<file path="config.mk">
export PLATFORM = sky130hd
export DESIGN_NAME = dlx_dmem_arbiter
export DESIGN_NICKNAME = d
export VERILOG_FILES = /design/src/rtl/dlx_dmem_arbiter.sv
export SDC_FILE = /design/constraint.sdc
export NUM_CORES = 1
export LEC_CHECK = 0
export ABC_CLOCK_PERIOD_IN_PS = 1620
export CAP_MARGIN = 20
export CORE_AREA = 4 4 112 114
export CTS_CLUSTER_DIAMETER = 120
export CTS_CLUSTER_SIZE = 14
export DETAILED_ROUTE_END_ITERATION = 10
export DIE_AREA = 0 0 116 118
export PLACE_DENSITY_LB_ADDON = 0.3
export SLEW_MARGIN = 5
export SYNTH_ARGS = -nofsm -noshare
export SYNTH_HDL_FRONTEND = slang
export SYNTH_SLANG_ARGS = --single-unit
</file>
<file path="constraint.sdc">
create_clock -name clk -period 1.62 [get_ports clk]
set_input_delay 0.324 -clock clk [delete_from_list [all_inputs] [get_ports clk]]
set_output_delay 0.324 -clock clk [all_outputs]
set_load 0.05 [all_outputs]
</file>
<file path="src/rtl/dlx_dmem_arbiter.sv">
// dlx_dmem_arbiter: shares the single-port data SRAM between the uDLX core (absolute priority)
// and a debug/loader requester served in idle memory cycles via req/gnt/ack.
module dlx_dmem_arbiter #(
  parameter int DATA_WIDTH = 32,
  parameter int ADDR_WIDTH = 32,
  parameter int WAIT_WIDTH = 4,
  parameter int MAX_WAIT   = 15
) (
  input  logic                  clk,
  input  logic                  rst,
  input  logic                  core_rd_en,
  input  logic                  core_wr_en,
  input  logic [ADDR_WIDTH-1:0] core_addr,
  input  logic [DATA_WIDTH-1:0] core_wdata,
  output logic [DATA_WIDTH-1:0] core_rdata,
  input  logic                  dbg_req,
  input  logic                  dbg_we,
  input  logic [ADDR_WIDTH-1:0] dbg_addr,
  input  logic [DATA_WIDTH-1:0] dbg_wdata,
  output logic                  dbg_gnt,
  output logic                  dbg_ack,
  output logic [DATA_WIDTH-1:0] dbg_rdata,
  output logic                  dbg_starve,
  output logic                  mem_rd_en,
  output logic                  mem_wr_en,
  output logic [ADDR_WIDTH-1:0] mem_addr,
  output logic [DATA_WIDTH-1:0] mem_wdata,
  input  logic [DATA_WIDTH-1:0] mem_rdata
);
  typedef enum logic [1:0] {IDLE, DATA, ACK} state_t;
  localparam logic [WAIT_WIDTH-1:0] MAX = WAIT_WIDTH'(MAX_WAIT);
  state_t state, state_next;
  logic core_act, rd_core, dbg_rd;
  logic [WAIT_WIDTH-1:0] wait_cnt, wait_next;
  assign core_act   = core_rd_en | core_wr_en;
  assign dbg_gnt    = (state == IDLE) & dbg_req & ~core_act;
  assign dbg_ack    = (state == ACK);
  assign mem_rd_en  = core_act ? core_rd_en & ~core_wr_en : dbg_gnt & ~dbg_we;
  assign mem_wr_en  = core_act ? core_wr_en : dbg_gnt & dbg_we;
  assign mem_addr   = core_act ? core_addr : dbg_gnt ? dbg_addr : '0;
  assign mem_wdata  = core_act ? core_wdata : dbg_gnt ? dbg_wdata : '0;
  assign core_rdata = rd_core ? mem_rdata : '0;
  always_comb begin
    state_next = (state == IDLE) ? (dbg_gnt ? DATA : IDLE) : (state == DATA) ? ACK : IDLE;
    wait_next  = (dbg_gnt | ~dbg_req) ? '0 :
                 ((state == IDLE) & core_act & (wait_cnt != MAX)) ? wait_cnt + 1'b1 : wait_cnt;
  end
  always_ff @(posedge clk or posedge rst) begin
    if (rst) begin
      state      <= IDLE;
      wait_cnt   <= '0;
      rd_core    <= 1'b0;
      dbg_rd     <= 1'b0;
      dbg_starve <= 1'b0;
      dbg_rdata  <= '0;
    end else begin
      state      <= state_next;
      wait_cnt   <= wait_next;
      rd_core    <= core_rd_en & ~core_wr_en;
      dbg_starve <= (wait_next == MAX);
      if (dbg_gnt) dbg_rd <= ~dbg_we;
      // SRAM output during DATA belongs to the debug read issued at grant
      if ((state == DATA) & dbg_rd) dbg_rdata <= mem_rdata;
    end
  end
endmodule
</file>
After elaboration in Yosys (flattened, before gate mapping). Index checks and enable logic that the tools add are counted.

Input port bits: 166. Logic and storage cells: 38. Flip-flop bits (word level): 41. Output and inout port bits: 133.

Bitwise logic cells: 14. Muxes and demuxes: 12. Equal/unequal tests: 4. $add $sub $neg: 1. Reduce and logical (&&, ||, !) cells: 1.

Operators with widths (number): 32-bit two-way mux (5); 1-bit AND (8); 4-bit two-way mux (2); 4-bit by 1-bit adder with 4-bit output, second input constant (1); 4-bit == test, second input constant (1); 2-bit two-way mux (2); 4-bit != test, second input constant (1); 1-bit inverter (4); 1-bit two-way mux (3); 2-bit by 1-bit == test with 1-bit output, second input constant (1); 2-bit == test, second input constant (1); 2-bit zero test (1); 1-bit bitwise OR (2).

Logic depth before layout (Yosys ltp).
Word-level depth: 6. Gate-level depth with buffers: 6. Mapped depth without buffers: 5.

Worst setup path before layout. No wires, ideal clock.

Path type: register to output. Start point: register state[0]. End point: output port mem_wdata[23]. Cell stages (with the launch flop): 6. Slack: -0.316 ns. Buffers on the path: 1. Arrival: 1.612 ns. Data required time: 1.296 ns. Cells stage by stage: dfrtp_1 -> nor2_4 -> nand3_2 -> inv_2 -> buf_2 -> a22o_1.

Word-level cells in the longest chain between the ends: 5.

Ends and longest elaborated chain: start, declared (line 32) `state_t state, state_next;`; start signal, assigned (line 57) `state <= state_next;`; 2-bit zero test (line 36) `assign dbg_gnt = (state == IDLE) & dbg_req & ~core_act;`; 1-bit AND (2 in series) (line 36); net dbg_gnt (line 20) `output logic dbg_gnt,`; 32-bit two-way mux (2 in series) (line 41) `assign mem_wdata = core_act ? core_wdata : dbg_gnt ? dbg_wdata : '0;`; end, declared (line 27) `output logic [DATA_WIDTH-1:0] mem_wdata,`.

The timed path passes the listed nets, and every way through them passes these cells.

Final worst setup path.
Start point: register state[1]. End point: output port mem_wdata[22].

Word-level cells in the longest chain between the ends: 5.

Ends and longest elaborated chain (line): 2-bit zero test (36); 1-bit AND (2 in series) (36); 32-bit two-way mux (2 in series) (41).

No other way between the ends.

==> results_dict.tcl <==
set metrics [dict create \
    p_leak_uw 0.00342 \
    first_pass_iters 4 \
    die_w_um 116 \
    synth_top_family_by_area "compound AO/OA/AOI/OAI gates" \
    worst_slack_ns -0.242 \
    syn_inst 232 \
    p_per_area_nw_per_um2 916 \
    cts_made_buffers 5 \
    yosysTopAreaCell "dfrtp_1" \
    synth-simple-area-share_pct 14.1 \
    tightest_slew_ns 0.250 \
    finalHoldViolCount 0 \
    end_kind "output pin" \
    crit_fanout 13 \
    drive_gt1_share_pct 46.5 \
    cts_tree "done" \
    grt_pass1_wl_mm 21.7 \
    grt_setup_unrepaired "yes" \
    dieArea_um2 13700 \
    fin_area_um2 7890 \
    wl_per_cell_um 20.9 \
    net-switching-power_uw 3120 \
    startpoint_type "register" \
    row_count 39 \
    ys_warn_count 0 \
    placed_cells 673 \
    drt-total-wl_mm 14.6 \
    pwr-share-clk_pct 15.7 \
    worstPathArrival_ns 1.54 \
    syn_area_um2 2540 \
    routed-via-count 3271 \
    synth_commonest_cells "a22o_1 (64), dfrtp_1 (41), and2_1 (33)" \
    crit_type "reg2out" \
    synth_seq_cells 41 \
    clock_latency_ns 0.27 \
    finalCriticalPeriod_ns 1.86 \
    status "finished, violations left" \
    finClkSkew_ns 0.00282 \
    syn_nets 399 \
    power_frac_comb_pct 62.6 \
    seq_power_share_pct 21.7 \
    dr.first_iter.drc_count 110 \
    synth_edf_count 0 \
    syn_to_final_growth_pct 211 \
    violations "negative setup slack" \
    diodes 0 \
    ctsRootBufferMaster "clkbuf_16" \
    clock_sinks 41 \
    htree_levels 2 \
    final_cells 700 \
    synth_top_area_share_pct 40.4 \
    clkTransAtPathRegs_ns 0.06 \
    grt_max_degree 42 \
    synthArstFlopShare_pct 100 \
    synth_top_flop_cell "dfrtp_1" \
    min_period_over_period_pct 115 \
    ant_nets 0 \
    syn_area_per_cell_um2 10.9 \
    grt_remaining_overflow 0 \
    antenna_found_initial 2 \
    core_area_um2 11400 \
    num_io_pins 299 \
    muxShareOfSynthArea_pct 15.4 \
    synth-xor-area-share_pct 0.345 \
    dpl.hpwl_mm 12.1 \
    maxCapViolations 0 \
    worstPathRequired_ns 1.30 \
    p_sw_share_pct 43.2 \
    drc 0 \
    vias_per_cell 4.67 \
    slew_viol_final 0 \
    maxSlewHeadroom_pct 83.3 \
    gp_congestion 0.862 \
    synth_cell_type_count 30 \
    clockBufferDepth 2 \
    hold_path.class "in2reg" \
    die_height_um 118 \
    holdBufCountCts 0 \
    vdd.ir_drop.worst_uv 989 \
    synth_area_leaders "dfrtp_1 (40%), a22o_1 (22%), mux2_1 (14%), and2_1 (8.1%), buf_4 (2.7%)" \
    io_buffers 298 \
    setup_viol_count_final 67 \
    fmax_mhz 537 \
    initial_core_util_pct 22.2 \
    grt_pass1_vias 3657 \
    grt_use_total_pct 20.7 \
    synthAdderAreaFrac_pct 0.493 \
    synth_most_common_cell "a22o_1" \
    synth_compound_area_share_pct 24.1 \
    place_area_um2 7200 \
    layout.nets 723 \
    ys_seq_area_share_pct 40.4 \
    internal-power_uw 4100 \
    rrSetupSlack_ns 0.08 \
]
-- flip-flops by register name, indices dropped and copies added, names as in the netlist --
signal / flops
rd_core: 1
state: 2
wait_cnt: 4
dbg_rd: 1
dbg_rdata: 32
dbg_starve: 1
-- stage by stage --
stage          total power, uW  TNS, ns  setup WS, ns  hold WS [ns]  utilization (%)
6_report                  7220   -14.41        -0.242         0.381             69.1
5_1_grt                   7520   -18.78        -0.310         0.390             69.1
4_1_cts                   7330   -17.04        -0.319         0.376             69.4
3_5_place_dp              5990   -35.06        -0.549         0.473             63.1
3_3_place_gp              5920   -34.02        -0.532         0.462             63.1
2_1_floorplan             4000    -1.19       -0.0601         0.433                -
-- placed cells by master, fill, tap and decap left out, types with 2 or more instances in the layout --
cell / synthesis / final
a22o_4: 0 / 64
a31oi_1: 2 / 2
and2_1: 33 / 30
and2_4: 0 / 3
and2b_1: 2 / 2
buf_12: 0 / 112
buf_16: 0 / 4
buf_4: 9 / 47
buf_6: 0 / 9
buf_8: 0 / 2
clkbuf_16: 0 / 5
clkdlybuf4s50_1: 0 / 162
dfrtp_1: 41 / 40
inv_1: 2 / 2
mux2_1: 32 / 32
mux2i_1: 3 / 3
nand2_1: 8 / 8
nand2b_1: 2 / 2
nand3_1: 2 / 2
nand3_4: 1 / 2
nor2_1: 5 / 5
-- timing repair --
item                                    4_1_cts  5_1_grt
hold endpoints to repair                      0        0
setup buffers                                12        2
gates resized for setup                      48        8
gates cloned                                  8        0
pin swaps                                    26        4
endpoints found under the setup margin      103       71
-- power by group through the flow --
stage	Sequential, uW	Combinational (uW)	Clock (uW)
floorplan	2770	1230	0
global placement	1570	4350	0
detailed placement	1600	4390	0
CTS	1570	4580	1180
global route	1620	4680	1220
finish	1570	4520	1140
-- cell type report --
cell class / instances / area [um^2]
inverter: 3 / 23.8
multi-input combinational: 167 / 1980
tap: 143 / 179
sequential: 41 / 1030
timing repair buffer: 338 / 4500
fill: 781 / 3530
clock inverter: 2 / 37.5
clock buffer: 6 / 139
-- critical path: stages (launching register included) --
cell,delay [ns]
dfrtp_1,0.41
nor2_4,0.16
nand3_4,0.12
clkinv_8,0.11
buf_12,0.16
a22o_4,0.15
buf_12,0.13
-- cells by family after synthesis --
group           count (synthesis)
compound gates                 71
simple gates                   59
flops                          41
mux                            35
buf+inv                        24
xor+xnor                        1
fa+ha+maj                       1
-- final timing paths --
| path | start | endpoint | depth (start not counted) |
|---|---|---|---|
| max in group asynchronous | rst | rd_core | 3 |
| worst max-delay path | state[1] | mem_wdata[22] | 6 |
| worst max register to register | wait_cnt[0] | dbg_starve | 5 |
| worst min-delay path | core_rd_en | rd_core | 3 |
| min in group asynchronous | rst | dbg_rdata[16] | 3 |
| worst min register to register | dbg_rd | dbg_rd | 2 |
-- metal layers --
metal  track usage, %  vias to the layer above  wire, um
met1             22.0                     1551      4950
met3             6.43                       22      1400
met2             38.8                      184      7910
met4             5.37                        4       318
li1                 -                     1510         -
met5                0                        -        21
Note: power is estimated with default switching activity, not from simulation.
